`src/rtl/spart_tx_packer_if.sv`:
```
`timescale 1ns/1ps
// Bus bundle for spart_tx_packer: CPU nibble writes, packet start request and
// serial-line status. The master drives requests and the slave (packer) reports status.
interface spart_tx_packer_if;
   logic        we;
   logic [2:0]  addr;
   logic [15:0] data_in;
   logic        start;
   logic        busy;
   logic        done;
   logic        txd;

   modport master (output we, addr, data_in, start, input busy, done, txd);
   modport slave  (input we, addr, data_in, start, output busy, done, txd);
endinterface

```
`src/rtl/spart_tx_packer.sv`:
```
`timescale 1ns/1ps
// Packs 15 CPU-written nibbles into {index, nibble} bytes plus an F0 terminator and
// sends them as 8N1 serial frames. Optional SPART_TX_CHECKSUM_EN adds an {E, XOR} byte.
module spart_tx_packer #(
   parameter logic [7:0] BAUD_DIV = 8'hA2
) (
   input  logic             clk,
   input  logic             rst_n,
   spart_tx_packer_if.slave bus
);

   typedef enum logic [2:0] {
      IDLE,
      LOAD,
      START_BIT,
      DATA_BITS,
      STOP_BIT,
      FINISH
   } state_t;

   // Inter-frame stop bits end one clock early; the following LOAD clock keeps the line high.
   localparam logic [7:0] STOP_GAP = (BAUD_DIV == 8'd0) ? 8'd0 : BAUD_DIV - 8'd1;

   state_t      r_state;
   state_t      w_next;
   logic [3:0]  r_nib [15];
   logic [3:0]  r_idx;
   logic [7:0]  r_cnt;
   logic [7:0]  r_shift;
   logic [2:0]  r_bit;
   logic        r_last;
   logic        r_armed;
   logic        w_bit_end;
   logic        w_is_term;
   logic [7:0]  w_byte;
`ifdef SPART_TX_CHECKSUM_EN
   logic        r_chk_done;
   logic [3:0]  w_chk;

   always_comb begin
      w_chk = '0;
      for (int unsigned i = 0; i < 15; i++) w_chk = w_chk ^ r_nib[i];
   end
`endif

   assign w_bit_end = (r_cnt == BAUD_DIV);

   always_comb begin
      w_byte    = 8'hF0;
      w_is_term = 1'b0;
      if (r_idx != 4'd15) begin
         w_byte = {r_idx, r_nib[r_idx]};
      end else begin
`ifdef SPART_TX_CHECKSUM_EN
         w_byte    = r_chk_done ? 8'hF0 : {4'hE, w_chk};
         w_is_term = r_chk_done;
`else
         w_is_term = 1'b1;
`endif
      end
   end

   always_ff @(posedge clk or negedge rst_n) begin
      if (!rst_n) r_state <= IDLE;
      else        r_state <= w_next;
   end

   always_comb begin
      w_next   = r_state;
      bus.busy = (r_state != IDLE);
      bus.done = (r_state == FINISH);
      bus.txd  = 1'b1;
      case (r_state)
         IDLE:      if (bus.start && r_armed) w_next = LOAD;
         LOAD:      w_next = START_BIT;
         START_BIT: begin
            bus.txd = 1'b0;
            if (w_bit_end) w_next = DATA_BITS;
         end
         DATA_BITS: begin
            bus.txd = r_shift[0];
            if (w_bit_end && r_bit == 3'd7) w_next = STOP_BIT;
         end
         STOP_BIT: begin
            if (r_last) begin
               if (w_bit_end) w_next = FINISH;
            end else if (r_cnt == STOP_GAP) begin
               w_next = LOAD;
            end
         end
         FINISH:    w_next = IDLE;
         default:   w_next = IDLE;
      endcase
   end

   always_ff @(posedge clk or negedge rst_n) begin
      if (!rst_n) begin
         for (int unsigned i = 0; i < 15; i++) r_nib[i] <= '0;
         r_idx   <= '0;
         r_cnt   <= '0;
         r_shift <= '0;
         r_bit   <= '0;
         r_last  <= 1'b0;
         r_armed <= 1'b0;
`ifdef SPART_TX_CHECKSUM_EN
         r_chk_done <= 1'b0;
`endif
      end else begin
         r_armed <= 1'b1;
         if (bus.we && r_state == IDLE) begin
            case (bus.addr)
               3'd1: r_nib[0] <= bus.data_in[3:0];
               3'd2: begin
                  r_nib[1] <= bus.data_in[15:12];
                  r_nib[2] <= bus.data_in[11:8];
                  r_nib[3] <= bus.data_in[7:4];
                  r_nib[4] <= bus.data_in[3:0];
               end
               3'd3: begin
                  r_nib[5] <= bus.data_in[15:12];
                  r_nib[6] <= bus.data_in[11:8];
                  r_nib[7] <= bus.data_in[7:4];
                  r_nib[8] <= bus.data_in[3:0];
               end
               3'd4: begin
                  r_nib[9]  <= bus.data_in[15:12];
                  r_nib[10] <= bus.data_in[11:8];
                  r_nib[11] <= bus.data_in[7:4];
                  r_nib[12] <= bus.data_in[3:0];
               end
               3'd5: begin
                  r_nib[13] <= bus.data_in[7:4];
                  r_nib[14] <= bus.data_in[3:0];
               end
               default: ;
            endcase
         end
         case (r_state)
            IDLE: begin
               r_idx  <= '0;
               r_cnt  <= '0;
               r_last <= 1'b0;
`ifdef SPART_TX_CHECKSUM_EN
               r_chk_done <= 1'b0;
`endif
            end
            LOAD: begin
               r_shift <= w_byte;
               r_last  <= w_is_term;
               r_cnt   <= '0;
               r_bit   <= '0;
               // Index saturates at 15; the checksum build uses a flag for its extra byte.
               if (r_idx != 4'd15) r_idx <= r_idx + 4'd1;
`ifdef SPART_TX_CHECKSUM_EN
               else r_chk_done <= 1'b1;
`endif
            end
            START_BIT: r_cnt <= w_bit_end ? '0 : r_cnt + 8'd1;
            DATA_BITS: begin
               r_cnt <= w_bit_end ? '0 : r_cnt + 8'd1;
               if (w_bit_end) begin
                  r_shift <= r_shift >> 1;
                  r_bit   <= r_bit + 3'd1;
               end
            end
            STOP_BIT:  r_cnt <= r_cnt + 8'd1;
            FINISH:    r_cnt <= '0;
            default:   r_cnt <= '0;
         endcase
      end
   end

endmodule
```
`src/flat_wrapper.sv`:
```
// flat-port wrapper written by rule: the top's interface ports become plain ports
module spart_tx_packer_flat 
#(
   parameter logic [7:0] BAUD_DIV = 8'hA2
)
  (clk, rst_n, bus_we, bus_addr, bus_data_in, bus_start, bus_busy, bus_done, bus_txd);
  spart_tx_packer_if bus_i ();
  input  logic clk;
  input  logic rst_n;
  input wire logic [$bits(bus_i.we)-1:0] bus_we;
  input wire logic [$bits(bus_i.addr)-1:0] bus_addr;
  input wire logic [$bits(bus_i.data_in)-1:0] bus_data_in;
  input wire logic [$bits(bus_i.start)-1:0] bus_start;
  output wire logic [$bits(bus_i.busy)-1:0] bus_busy;
  output wire logic [$bits(bus_i.done)-1:0] bus_done;
  output wire logic [$bits(bus_i.txd)-1:0] bus_txd;
  assign bus_i.we = bus_we;
  assign bus_i.addr = bus_addr;
  assign bus_i.data_in = bus_data_in;
  assign bus_i.start = bus_start;
  assign bus_busy = bus_i.busy;
  assign bus_done = bus_i.done;
  assign bus_txd = bus_i.txd;
  spart_tx_packer #(.BAUD_DIV(BAUD_DIV)) u_core (.clk(clk), .rst_n(rst_n), .bus(bus_i));
endmodule
```
`config.mk`:
```
export PLATFORM = sky130hd
export DESIGN_NAME = spart_tx_packer_flat
export DESIGN_NICKNAME = d
export VERILOG_FILES = /design/src/rtl/spart_tx_packer_if.sv /design/src/rtl/spart_tx_packer.sv /design/src/flat_wrapper.sv
export SDC_FILE = /design/constraint.sdc
export NUM_CORES = 1
export LEC_CHECK = 0
export CORE_UTILIZATION = 50
export CTS_CLUSTER_SIZE = 12
export DETAILED_ROUTE_END_ITERATION = 7
export PLACE_DENSITY = 0.69
export SLEW_MARGIN = 10
export SYNTH_ARGS = -nofsm -noshare
export SYNTH_HDL_FRONTEND = slang
export SYNTH_SLANG_ARGS = --single-unit
```
`constraint.sdc`:
```
create_clock -name clk -period 2.3 [get_ports clk]
set_clock_uncertainty 0.05 [all_clocks]
set_input_delay 0.69 -clock clk [delete_from_list [all_inputs] [get_ports clk]]
set_output_delay 0.69 -clock clk [all_outputs]
set_load 0.01 [all_outputs]
```
==> flow_metrics.env <==
export IMPL_clock_fmax_mhz=460
export IMPL_cts_buffer_depth=2
export IMPL_multiInputGateArea_mm2=0.00197
export IMPL_grtUsageTotal_pct=21.8
export IMPL_fillerInstances=657
export IMPL_clockRootBuffer="clkbuf_8"
export IMPL_post_place_ws_ps=-94.3
export IMPL_drc=0
export IMPL_ys_types=53
export IMPL_maxCapViolCount=0
export IMPL_initial_core_util_pct=52.2
export IMPL_dp_cells=471
export IMPL_peakVddDrop_mv=0.418
export IMPL_coreArea_mm2=0.00830
export IMPL_ys_seq_elements=88
export IMPL_antenna_found_initial=0
export IMPL_gp_congestion=0.790
export IMPL_synth_edf_count=0
export IMPL_fin_area_mm2=0.00512
export IMPL_synth_async_reset_ratio_pct=100
export IMPL_route_vias_total=2827
export IMPL_ant_nets=0
export IMPL_syn_nets=366
export IMPL_cts_tree="built"
export IMPL_synth_area_leaders="dfrtp_1 51%, mux2_2 13%, mux4_2 4.2%"
export IMPL_nNetsFinal=416
export IMPL_period_needed_ps=2170
export IMPL_synthesis_instances=337
export IMPL_yosysTopAreaCell="dfrtp_1"
export IMPL_fin_crit_sh_pct=94.4
export IMPL_place_area_mm2=0.00482
export IMPL_wire_per_inst_um=17.7
export IMPL_syn_mean_instance_area_um2=12.9
export IMPL_yosys_top_cells_count="88 x dfrtp_1, 51 x mux2_2, 26 x nor2_1"
export IMPL_setup_viol=0
export IMPL_avgViaCountPerCell=5.69
export IMPL_yosys_area_top_type_share_pct=50.8
export IMPL_clkLatencyLatePin_ps=360
export IMPL_yosysSeqAreaShare_pct=50.8
export IMPL_io_buffer_count=25
export IMPL_grt_pass1_wl_mm=14.7
export IMPL_synth_area_mm2=0.00434
export IMPL_seqCellArea_mm2=0.00221
export IMPL_holdCritPathClass="in -> async"
export IMPL_antenna_cells=0
export IMPL_dr_pass1_iters=4
export IMPL_whs_ps=218
export IMPL_rsz0062_at_grt="false"
export IMPL_path_class="reg -> out"
export IMPL_pin_count=26
export IMPL_die_area_mm2=0.00905
export IMPL_status="completed"
export IMPL_die_y_um=95.1
export IMPL_grt_max_degree=39
export IMPL_required_ps=1560
export IMPL_p_leak_nw=2.37
export IMPL_report_final_slew_viol_count=0
export IMPL_htree_levels=3
export IMPL_cp_end_kind="output port"
export IMPL_power_density_mw_per_mm2=564
export IMPL_setup_tns_final_ps=0
export IMPL_yosysWarnings=0
export IMPL_fin_ws_ps=128
export IMPL_synthFlopType="dfrtp_1"
export IMPL_cts_sinks=88
export IMPL_layout_drive_gt1_share_pct=33.7
export IMPL_cts_clk_slew_worst_paths_ps=90
export IMPL_initialDrtViolationCount=126
export IMPL_grt_pass1_vias=2911
export IMPL_critPathMaxFanout=4
export IMPL_dpl_hpwl_mm=6.01
export IMPL_hold_violations=0
export IMPL_crit_arrival_ps=1430
export IMPL_grt_ovfl_total=0
export IMPL_dieWidth_um=95.1
export IMPL_rows=33
export IMPL_cts_hold_buffers_added=0
export IMPL_yosysMostFrequentCell="dfrtp_1"
export IMPL_wl_mm=8.80
export IMPL_instances_no_fill=497
export IMPL_setup_worst_path_start_class="register"
export IMPL_syn2layout_area_growth_pct=18.1
export IMPL_numCtsBuffers=9
[logic make-up after synthesis]
logic type	after synthesis	synth area share [%]
AOI/OAI and AO/OA	45	7.36
xor gates and xnor gates	7	1.41
adders and majority gates	6	1.73
buffers and inverters	26	3.72
DFF	88	50.8
muxes	85	24.6
other	1	0.0865
and+or+nand+nor	79	10.3
[cell usage in the layout, fill, tap and decap left out, types with 9 or more instances in the layout]
master           Yosys  layout
nand3_1             11      11
nor2_1              26      26
clkdlybuf4s50_1      0      21
mux2_4              10      10
mux2_2              51      51
clkbuf_8             0       9
buf_4                2      25
dfrtp_1             88      85
mux2i_1             16      16
nand2_1             11      11
[where the power goes]
part           switching, mW  total, mW  leakage, nW  internal (mW)
sequential           0.00474       1.56         1.20           1.55
combinational         0.0600      0.111         1.06         0.0512
clock                  0.588       1.22        0.116          0.628
[what timing repair did]
item / CTS / global route
buffers inserted: 6 / 4
resized for setup: 6 / 3
setup endpoints to repair: 3 / 2
pin swaps: 1 / 1
[metal layers]
metal / share of wire, % / wire length [µm] / GRT usage, % / up-vias
li1: - / - / - / 1329
met2: 49 / 4310 / 35.5 / 40
met5: 0 / 0 / 0 / -
met4: 0.44 / 39 / 6.19 / 0
met3: 2.5 / 221 / 4.07 / 2
met1: 48 / 4240 / 29.7 / 1456
[cell type report]
class / instances / area share [%]
timing repair buffer: 55 / 10.6
multi-input combinational: 223 / 38.5
clock inverter: 7 / 2.00
sequential: 88 / 43.1
tap: 105 / 2.57
inverter: 10 / 0.782
clock buffer: 9 / 2.42
[final timing paths]
kind                       depth (start not counted)                             to                     startpoint  slack [ps]
setup reg to reg                                   9   u_core.r_nib[44]$_DFFE_PN0P_  u_core.r_state[0]$_DFFE_PN0P_         180
hold reg to reg                                    2  u_core.r_shift[5]$_DFFE_PN0P_  u_core.r_shift[5]$_DFFE_PN0P_         460
max in group asynchronous                          2    u_core.r_idx[1]$_DFFE_PN0P_                          rst_n        1320
hold / removal                                     1      u_core.r_cnt[2]$_DFF_PN0_                          rst_n         220
min in group clk                                   2  u_core.r_shift[5]$_DFFE_PN0P_  u_core.r_shift[5]$_DFFE_PN0P_         460
setup / recovery                                   4                       bus_busy  u_core.r_state[0]$_DFFE_PN0P_         130
[metrics by stage]
| stage | util (%) | power [mW] |
|---|---|---|
| 2_1_floorplan | - | 1.60 |
| 6_report | 61.7 | 2.89 |
| 3_3_place_gp | 58.1 | 1.70 |
| 3_5_place_dp | 58.1 | 1.70 |
| 4_1_cts | 61.4 | 2.91 |
| 5_1_grt | 61.7 | 2.98 |
[flip-flops by register name (all words and copies together), names as in the netlist]
name and flops:
u_core.r_idx 4, u_core.r_nib 60, u_core.r_armed 1, u_core.r_shift 8
u_core.r_cnt 8, u_core.r_bit 3, u_core.r_state 3, u_core.r_last 1
[worst max-delay path, cell delays in order, from the launching register on]
cell	delay, ps
dfrtp_2	440
buf_4	160
nor3_4	250
inv_4	100
clkbuf_2	140
Note: power is estimated with default switching activity, not from simulation.
